--- src/rtl/instr_encode_loader_if.sv ---
// Request and instruction-memory write bus of the encode loader.
// The slave modport is the loader side; master is whoever issues requests.
`timescale 1ns/1ps
interface instr_encode_loader_if #(
    parameter int N  = 32,
    parameter int AW = 6
);
    logic          in_valid;
    logic          in_ready;
    logic [3:0]    op_class;
    logic [4:0]    rd;
    logic [4:0]    rs1;
    logic [4:0]    rs2;
    logic [2:0]    funct3;
    logic          funct7b5;
    logic [N-1:0]  imm;
    logic          imem_we;
    logic [AW-1:0] imem_addr;
    logic [N-1:0]  imem_wdata;

    modport master (
        output in_valid, op_class, rd, rs1, rs2, funct3, funct7b5, imm,
        input  in_ready, imem_we, imem_addr, imem_wdata
    );

    modport slave (
        input  in_valid, op_class, rd, rs1, rs2, funct3, funct7b5, imm,
        output in_ready, imem_we, imem_addr, imem_wdata
    );
endinterface

--- src/rtl/instr_encode_loader.sv ---
// Encodes RV32I instruction requests into 32-bit words and writes them
// sequentially into an instruction memory, halting on EBREAK or when full.
`timescale 1ns/1ps
module instr_encode_loader #(
    parameter int N     = 32,
    parameter int DEPTH = 64,
    parameter int AW    = 6
) (
    input  logic                  clk,
    input  logic                  rst_n,
    input  logic                  restart,
    instr_encode_loader_if.slave  bus,
    output logic [AW:0]           count,
    output logic                  done,
    output logic                  full,
    output logic                  err
);

    localparam logic [3:0] OP_R      = 4'd0;
    localparam logic [3:0] OP_I      = 4'd1;
    localparam logic [3:0] OP_LOAD   = 4'd2;
    localparam logic [3:0] OP_STORE  = 4'd3;
    localparam logic [3:0] OP_BRANCH = 4'd4;
    localparam logic [3:0] OP_LUI    = 4'd5;
    localparam logic [3:0] OP_AUIPC  = 4'd6;
    localparam logic [3:0] OP_JAL    = 4'd7;
    localparam logic [3:0] OP_JALR   = 4'd8;
    localparam logic [3:0] OP_FENCE  = 4'd9;
    localparam logic [3:0] OP_ECALL  = 4'd10;
    localparam logic [3:0] OP_EBREAK = 4'd11;

    localparam logic [AW-1:0] LAST_ADDR = AW'(DEPTH - 1);
    localparam logic [AW:0]   DEPTH_CNT = (AW + 1)'(DEPTH);

    typedef enum logic [2:0] {
        IDLE,
        ENC,
        WR,
        HALT,
        FULL
    } state_t;

    typedef struct packed {
        logic [3:0]   op;
        logic [4:0]   rd;
        logic [4:0]   rs1;
        logic [4:0]   rs2;
        logic [2:0]   funct3;
        logic         funct7b5;
        logic [N-1:0] imm;
    } req_t;

    state_t        state_q, state_d;
    req_t          req_q, req_d;
    logic [AW-1:0] addr_q, addr_d;
    logic [AW:0]   count_q, count_d;
    logic [N-1:0]  wdata_q, wdata_d;
    logic          err_q, err_d;

    logic [31:0]   enc_word;
    logic          enc_legal;
    logic          fits12;
    logic          fits13;
    logic          fits21;

    // Range checks: the immediate must equal the sign extension of its low bits.
    assign fits12 = (req_q.imm[N-1:11] == {(N - 11){req_q.imm[11]}});
    assign fits13 = (req_q.imm[N-1:12] == {(N - 12){req_q.imm[12]}});
    assign fits21 = (req_q.imm[N-1:20] == {(N - 20){req_q.imm[20]}});

    always_comb begin
        enc_word  = 32'h0;
        enc_legal = 1'b1;
        case (req_q.op)
            OP_R: begin
                enc_word = {1'b0, req_q.funct7b5, 5'b00000, req_q.rs2, req_q.rs1,
                            req_q.funct3, req_q.rd, 7'b0110011};
            end
            OP_I: begin
                enc_legal = fits12;
                if (req_q.funct3 == 3'b001 || req_q.funct3 == 3'b101) begin
                    enc_word = {1'b0, req_q.funct7b5, 5'b00000, req_q.imm[4:0],
                                req_q.rs1, req_q.funct3, req_q.rd, 7'b0010011};
                end else begin
                    enc_word = {req_q.imm[11:0], req_q.rs1, req_q.funct3,
                                req_q.rd, 7'b0010011};
                end
            end
            OP_LOAD: begin
                enc_legal = fits12;
                enc_word  = {req_q.imm[11:0], req_q.rs1, req_q.funct3,
                             req_q.rd, 7'b0000011};
            end
            OP_STORE: begin
                enc_legal = fits12;
                enc_word  = {req_q.imm[11:5], req_q.rs2, req_q.rs1, req_q.funct3,
                             req_q.imm[4:0], 7'b0100011};
            end
            OP_BRANCH: begin
                enc_legal = fits13 && !req_q.imm[0];
                enc_word  = {req_q.imm[12], req_q.imm[10:5], req_q.rs2, req_q.rs1,
                             req_q.funct3, req_q.imm[4:1], req_q.imm[11], 7'b1100011};
            end
            OP_LUI: begin
                enc_legal = (req_q.imm[11:0] == 12'h000);
                enc_word  = {req_q.imm[31:12], req_q.rd, 7'b0110111};
            end
            OP_AUIPC: begin
                enc_legal = (req_q.imm[11:0] == 12'h000);
                enc_word  = {req_q.imm[31:12], req_q.rd, 7'b0010111};
            end
            OP_JAL: begin
                enc_legal = fits21 && !req_q.imm[0];
                enc_word  = {req_q.imm[20], req_q.imm[10:1], req_q.imm[11],
                             req_q.imm[19:12], req_q.rd, 7'b1101111};
            end
            OP_JALR: begin
                enc_legal = fits12;
                enc_word  = {req_q.imm[11:0], req_q.rs1, 3'b000, req_q.rd, 7'b1100111};
            end
            OP_FENCE:  enc_word = 32'h0FF0000F;
            OP_ECALL:  enc_word = 32'h00000073;
            OP_EBREAK: enc_word = 32'h00100073;
            default: begin
                enc_legal = 1'b0;
                enc_word  = 32'h0;
            end
        endcase
    end

    always_ff @(posedge clk or negedge rst_n) begin
        if (!rst_n) begin
            state_q <= IDLE;
            req_q   <= '0;
            addr_q  <= '0;
            count_q <= '0;
            wdata_q <= '0;
            err_q   <= 1'b0;
        end else begin
            state_q <= state_d;
            req_q   <= req_d;
            addr_q  <= addr_d;
            count_q <= count_d;
            wdata_q <= wdata_d;
            err_q   <= err_d;
        end
    end

    // restart overrides whatever the state logic decided for this cycle.
    always_comb begin
        state_d = state_q;
        req_d   = req_q;
        addr_d  = addr_q;
        count_d = count_q;
        wdata_d = wdata_q;
        err_d   = 1'b0;
        case (state_q)
            IDLE: begin
                if (bus.in_valid) begin
                    req_d.op       = bus.op_class;
                    req_d.rd       = bus.rd;
                    req_d.rs1      = bus.rs1;
                    req_d.rs2      = bus.rs2;
                    req_d.funct3   = bus.funct3;
                    req_d.funct7b5 = bus.funct7b5;
                    req_d.imm      = bus.imm;
                    state_d        = ENC;
                end
            end
            ENC: begin
                wdata_d = N'(enc_word);
                if (enc_legal) begin
                    state_d = WR;
                end else begin
                    err_d   = 1'b1;
                    state_d = IDLE;
                end
            end
            WR: begin
                count_d = count_q + (AW + 1)'(1);
                if (addr_q != LAST_ADDR) begin
                    addr_d = addr_q + AW'(1);
                end
                if (req_q.op == OP_EBREAK) begin
                    state_d = HALT;
                end else if (count_d == DEPTH_CNT) begin
                    state_d = FULL;
                end else begin
                    state_d = IDLE;
                end
            end
            HALT:    state_d = HALT;
            FULL:    state_d = FULL;
            default: state_d = IDLE;
        endcase
        if (restart) begin
            state_d = IDLE;
            addr_d  = '0;
            count_d = '0;
            err_d   = 1'b0;
        end
    end

    assign bus.in_ready   = rst_n && (state_q == IDLE);
    assign bus.imem_we    = (state_q == WR) && !restart;
    assign bus.imem_addr  = addr_q;
    assign bus.imem_wdata = wdata_q;
    assign count          = count_q;
    assign done           = (state_q == HALT);
    assign full           = (state_q == FULL);
    assign err            = err_q;

endmodule
--- src/flat_wrapper.sv ---
// flat-port wrapper written by rule: the top's interface ports become plain ports
module instr_encode_loader_flat 
#(
    parameter int N     = 32,
    parameter int DEPTH = 64,
    parameter int AW    = 6
)
  (clk, rst_n, restart, count, done, full, err, bus_in_valid, bus_op_class, bus_rd, bus_rs1, bus_rs2, bus_funct3, bus_funct7b5, bus_imm, bus_in_ready, bus_imem_we, bus_imem_addr, bus_imem_wdata);
  instr_encode_loader_if #(.N(N), .AW(AW)) bus_i ();
  input  logic clk;
  input  logic rst_n;
  input  logic restart;
  output logic [AW:0] count;
  output logic done;
  output logic full;
  output logic err;
  input wire logic [$bits(bus_i.in_valid)-1:0] bus_in_valid;
  input wire logic [$bits(bus_i.op_class)-1:0] bus_op_class;
  input wire logic [$bits(bus_i.rd)-1:0] bus_rd;
  input wire logic [$bits(bus_i.rs1)-1:0] bus_rs1;
  input wire logic [$bits(bus_i.rs2)-1:0] bus_rs2;
  input wire logic [$bits(bus_i.funct3)-1:0] bus_funct3;
  input wire logic [$bits(bus_i.funct7b5)-1:0] bus_funct7b5;
  input wire logic [$bits(bus_i.imm)-1:0] bus_imm;
  output wire logic [$bits(bus_i.in_ready)-1:0] bus_in_ready;
  output wire logic [$bits(bus_i.imem_we)-1:0] bus_imem_we;
  output wire logic [$bits(bus_i.imem_addr)-1:0] bus_imem_addr;
  output wire logic [$bits(bus_i.imem_wdata)-1:0] bus_imem_wdata;
  assign bus_i.in_valid = bus_in_valid;
  assign bus_i.op_class = bus_op_class;
  assign bus_i.rd = bus_rd;
  assign bus_i.rs1 = bus_rs1;
  assign bus_i.rs2 = bus_rs2;
  assign bus_i.funct3 = bus_funct3;
  assign bus_i.funct7b5 = bus_funct7b5;
  assign bus_i.imm = bus_imm;
  assign bus_in_ready = bus_i.in_ready;
  assign bus_imem_we = bus_i.imem_we;
  assign bus_imem_addr = bus_i.imem_addr;
  assign bus_imem_wdata = bus_i.imem_wdata;
  instr_encode_loader #(.N(N), .DEPTH(DEPTH), .AW(AW)) u_core (.clk(clk), .rst_n(rst_n), .restart(restart), .bus(bus_i), .count(count), .done(done), .full(full), .err(err));
endmodule
--- config.mk ---
export PLATFORM = sky130hd
export DESIGN_NAME = instr_encode_loader_flat
export DESIGN_NICKNAME = d
export VERILOG_FILES = /design/src/rtl/instr_encode_loader_if.sv /design/src/rtl/instr_encode_loader.sv /design/src/flat_wrapper.sv
export SDC_FILE = /design/constraint.sdc
export NUM_CORES = 1
export LEC_CHECK = 0
export CORE_ASPECT_RATIO = 1.2
export CORE_MARGIN = 5
export CORE_UTILIZATION = 45
export DETAILED_ROUTE_END_ITERATION = 7
export PLACE_DENSITY = 0.76
export SYNTH_ARGS = -nofsm -noshare
export SYNTH_HDL_FRONTEND = slang
export SYNTH_SLANG_ARGS = --single-unit
export TNS_END_PERCENT = 30
--- constraint.sdc ---
create_clock -name clk -period 3.07 [get_ports clk]
set_input_delay 0.4605 -clock clk [delete_from_list [all_inputs] [get_ports clk]]
set_output_delay 0.4605 -clock clk [all_outputs]
set_load 0.03 [all_outputs]
==> results of run 1 <==
sequential cells by signal, indices dropped and copies added (netlist names):
signal                 cells
u_core.state_q             3
u_core.count               7
u_core.err                 1
u_core.bus.imem_addr       6
u_core.req_q              55
u_core.bus.imem_wdata     31
metal layers:
metal / vias up / routed length [µm] / track usage (%)
met3: 24 / 926 / 4.89
met5: - / 0 / 0
met4: 0 / 225 / 6.02
met2: 170 / 6740 / 33.2
met1: 2116 / 5650 / 26.9
li1: 2014 / - / -
cell usage in the layout, fill, tap and decap left out, types with 10 or more instances in the layout:
cell type / instances
mux2_2: 45
nor2_1: 39
dfrtp_1: 103
nand2_1: 55
o21ai_0: 27
nor2b_1: 10
xor2_1: 11
nand3_1: 10
inv_1: 11
nand4_1: 13
a21oi_1: 22
clkdlybuf4s50_1: 107
layout make-up:
class,count,area (µm²),area share (%)
inverter,13,48.8,0.735
timing repair buffer,117,1160,17.5
tap,154,193,2.90
sequential,103,2580,38.8
clock inverter,4,72.6,1.09
multi-input combinational,353,2360,35.5
clock buffer,10,229,3.45
synth_stat cells, types with 10 or more instances:
library cell and n:
xor2_1 11, nor2_1 39, nand3_1 10, inv_1 11, nand2_1 55, a21oi_1 22
nand4_1 13, mux2_2 45, nor2b_1 10, clkbuf_1 14, dfrtp_1 103, buf_2 16
o21ai_0 27
cell families after synthesis:
| group | Yosys count | share of synthesized area (%) |
|---|---|---|
| compound gates | 117 | 15.8 |
| xor+xnor | 16 | 2.72 |
| fa+ha+maj | 3 | 0.730 |
| buf+inv | 47 | 4.04 |
| flops | 103 | 50.1 |
| mux | 52 | 11.2 |
| simple gates | 165 | 15.3 |
power groups by stage:
stage / registers, mW / clock network (mW) / logic [mW]
floorplan: 2.05 / 0 / 0.613
global placement: 1.87 / 0 / 1.33
detailed placement: 1.89 / 0 / 1.36
CTS: 1.86 / 1.20 / 1.37
global route: 1.90 / 1.26 / 1.46
finish: 1.87 / 1.18 / 1.36
critical path, stage by stage (launching register included):
cell             delay, ns
dfrtp_1               0.45
or3b_1                0.53
nor2_1                0.14
clkdlybuf4s50_1       0.68
final timing paths:
kind                                                 end  slack [ns]  cells after the start
min in group clk                u_core.bus.imem_wdata[3]        0.48                      2
worst min register to register  u_core.bus.imem_wdata[3]        0.48                      2
worst min-delay path                    u_core.req_q[48]        0.21                      2
worst max-delay path                         bus_imem_we        0.47                      3
max in group asynchronous                u_core.req_q[7]        1.64                      3
worst max register to register         u_core.state_q[1]        0.70                      5
==> qor.yml, run 1 <==
setup_viol: 0
switchingPower_mw: 1.47
synth_nets: 565
synth_edf_count: 0
fin_skew_ns: 0.00576
post_cts_buffers: 0
first_iter_violations: 294
numClockSinks: 103
fill_cells: 959
holdWs_ns: 0.209
cp_data_arrival_time_ns: 2.14
seqPwrFrac_pct: 42.4
place_area_mm2: 0.00634
routed_wl_um: 13500
grt_max_degree: 67
cts_inserted_buffers: 9
num-nets-final: 659
place_inst: 740
ctsHtreeMaxLevel: 3
drc_errors: 0
critPathMaxFanout: 8
start_util_pct: 46.2
ant_nets: 0
p_leak_nw: 2.71
io_pins: 109
end_kind: "output pin"
postSynth.asyncResetShare_pct: 100
gr-total-overflow: 0
powerDensity_mw_per_mm2: 664
path_clk_slew_ns: 0.07
ys_ff_latch: 103
dp_hpwl_um: 9850
cts_hold_buffers: 0
vias: 4324
wire_per_inst_um: 18.0
pre_cts_slack_ns: 0.774
synthFlopType: "dfrtp_1"
power_mw: 4.40
syn_area_per_cell_um2: 10.2
fin_ws_ns: 0.470
antenna_found_initial: 0
placementRows: 42
gr-usage-all-layers_pct: 20.3
pwr-share-clk_pct: 26.8
clk_path_buf_depth: 2
cap_violations: 0
startpoint_type: "register"
p_comb_share_pct: 30.8
tightest_slew_ns: 0.840
synth_cell_types: 51
viasPerCell: 5.73
yosys_warnings: 0
yosysTopAreaCell: "dfrtp_1"
dr.pass1.iters: 5
grt_pass1_vias: 4350
layout-area-overhead-vs-synth_pct: 29.1
max_slew_margin_pct: 44.0
hold_viol_final: 0
dieArea_mm2: 0.0137
gp_congestion: 0.893
rr_startpoint: "u_core.req_q[53]"
holdCritPathClass: "in -> async"
fmax_ghz: 0.385
fp.dieH_um: 127
fin_util_pct: 59.6
die_x_um: 108
clock_latency_ns: 0.34
drv_slew: 0
ir_drop_uv: 268
postLayoutCellArea_mm2: 0.00664
crit_start: "u_core.state_q[0]"
cts_root_buf: "clkbuf_16"
cts_resized: 0
coreArea_mm2: 0.0111
netSwitchingFraction_pct: 33.5
syn_inst: 503
drive_gt1_share_pct: 12.0
grt_pass1_wl_um: 22200
instances_no_fill: 754
cp_data_required_time_ns: 2.61
ys_seq_area_share_pct: 50.1
tritoncts: "done"
synth.area.top_cells: "dfrtp_1 50%, mux2_2 9.9%, nand2_1 4.0%, nor2_1 2.8%, o21ai_0 2.6%"
rsz0062_at_grt: "false"
fin_crit_sh_pct: 84.7
io_buffers: 108
p_int_mw: 2.93
synth_area_mm2: 0.00514
tns_ns: 0
period_needed_ns: 2.60
status: "finished, final reports clean"
path_class: "reg -> out"
n_antenna_cell: 0
synth.top_cell.area_share_pct: 50.1
(Power assumes the default switching activity.)
==> run 2, diff against run 1 <==
Settings changed: PLACE_DENSITY 0.76 to 0.79.
Clock period 3.07 ns to 2.3 ns, I/O delays scaled along.
==> run 2 against run 1 <==
Cell area grew 1.3%. Non-clock buffer count up 9. Critical path depth rose by 1. Sequential share of layout area is 0.50 points lower. Worst setup slack got worse by 0.32 ns. Die area unchanged. Combinational power grew 37%. Clock power is 32% higher. Global-route usage is essentially flat. Clock skew is 0.0011 ns higher. Critical endpoint is now full. Largest cell class unchanged. Largest power group unchanged.
==> qor.yml, run 2 (same netlist as run 1, synthesis figures left out) <==
n_antenna_cell: 0
antenna_found_initial: 0
ctsHtreeMaxLevel: 3
grt_max_degree: 104
period_needed_ns: 2.14
post_cts_buffers: 0
num-nets-final: 668
rr_startpoint: "u_core.req_q[53]"
io_buffers: 108
hold_viol_final: 0
wire_per_inst_um: 17.5
critPathBufInv: 2
drc_errors: 0
fin_crit_sh_pct: 93.3
final_cell_mix: "104 x clkdlybuf4s50_1, 103 x dfrtp_1, 55 x nand2_1"
gr-total-overflow: 0
fmax_ghz: 0.466
path_cells: "nor2_1, nand2_1, inv_1, clkdlybuf4s50_1"
ant_nets: 0
end_kind: "output pin"
cap_violations: 0
fin_util_pct: 60.4
crit_family: "buffers and inverters"
drive_gt1_share_pct: 13.9
coreArea_mm2: 0.0111
io_pins: 109
ir_drop_uv: 361
path_clk_slew_ns: 0.07
numClockSinks: 103
gp_congestion: 0.878
vias: 4313
status: "finished, final reports clean"
tightest_slew_ns: 0.751
fin_skew_ns: 0.00686
postLayoutCellArea_mm2: 0.00672
regMostFlops: "u_core.req_q"
tritoncts: "done"
path_class: "reg -> out"
viasPerCell: 5.64
dp_hpwl_um: 9770
layout_commonest_cell: "clkdlybuf4s50_1"
layout-area-overhead-vs-synth_pct: 30.8
clk_path_buf_depth: 2
max_slew_margin_pct: 49.9
placementRows: 42
holdCritPathClass: "in -> async"
grt_pass1_wl_um: 22100
holdWs_ns: 0.111
tns_ns: 0
cts_hold_buffers: 0
crit_slowest_cell: "clkdlybuf4s50_1"
cp_data_required_time_ns: 1.96
grt_pass1_vias: 4467
gr-usage-all-layers_pct: 20.2
start_util_pct: 46.2
cp_data_arrival_time_ns: 1.80
largest_reg_flops: 55
drv_slew: 0
startpoint_type: "register"
routed_wl_um: 13400
first_iter_violations: 304
clock_latency_ns: 0.35
reg2reg_slack_ns: 0.30
slowest_delay_ns: 0.66
p_leak_nw: 2.79
setup_viol: 0
dieArea_mm2: 0.0137
cts_root_buf: "clkbuf_16"
rr_endpoint: "u_core.bus.imem_wdata[29]"
cts_inserted_buffers: 9
die_x_um: 108
powerDensity_mw_per_mm2: 876
r2r_cells: 5
critPathMaxFanout: 7
place_area_mm2: 0.00641
rsz0062_at_grt: "false"
dr.pass1.iters: 5
fp.dieH_um: 127
[run 2: changes by cell type in the layout (fill, tap and decap cells not counted)]
| cell | previous run | this run |
|---|---|---|
| buf_12 | 1 | 2 |
| buf_4 | 9 | 18 |
| bufinv_16 | 2 | 1 |
| clkbuf_1 | 1 | 0 |
| clkbuf_8 | 0 | 2 |
| clkdlybuf4s50_1 | 107 | 104 |
| clkinv_2 | 1 | 2 |
| clkinv_4 | 0 | 1 |
| dlygate4sd2_1 | 0 | 1 |
| dlymetal6s2s_1 | 0 | 1 |
[run 2: power by group]
group	switching [mW]	internal, mW
registers	0.325	2.15
logic	1.01	0.854
clock network	0.661	0.901
total	1.99	3.90
[run 2: stage by stage]
step | setup slack [ns] | std cells | power, mW
global placement | 0.318 | 749 | 4.31
global route | 0.0507 | 765 | 6.18
floorplan | 0.616 | 503 | 3.56
CTS | 0.0127 | 765 | 5.93
detailed placement | 0.335 | 749 | 4.36
finish | 0.155 | 765 | 5.89
[run 2: what timing repair did]
item	in CTS	in global routing
gates resized for setup	1	1
setup endpoints to repair	1	1
hold endpoints to repair	0	0
[run 2: worst max path at each step]
| stage | start | to | slack (ns) | depth (start not counted) |
|---|---|---|---|---|
| after floorplan | u_core.state_q[0] | bus_imem_we | 0.62 | 3 |
| after global placement | u_core.state_q[0] | bus_imem_we | 0.32 | 3 |
| after detailed placement | u_core.state_q[0] | bus_imem_we | 0.34 | 3 |
| after CTS | u_core.state_q[1] | done | 0.01 | 3 |
| after global routing | u_core.state_q[1] | full | 0.05 | 4 |
| final | u_core.state_q[1] | full | 0.16 | 4 |
[run 2: layout make-up]
class / instances / area (µm²)
inverter: 13 / 48.8
tap: 154 / 193
timing repair buffer: 126 / 1240
clock inverter: 5 / 56.3
fill: 967 / 4420
sequential: 103 / 2580
clock buffer: 11 / 253
multi-input combinational: 353 / 2360
[run 2: metal layers]
metal / up-vias / part of all wire (%) / track usage (%)
met5: - / 0 / 0
met2: 172 / 49 / 33.9
li1: 2039 / - / -
met4: 0 / 2.1 / 7.50
met3: 23 / 6.0 / 3.83
met1: 2079 / 43 / 26.1
==> run 3, diff against run 2 <==
Settings changed: CTS_CLUSTER_DIAMETER from default to 120.
==> results of run 3 <==
The final DEF is identical to that of run 2; final timing and power are the same.
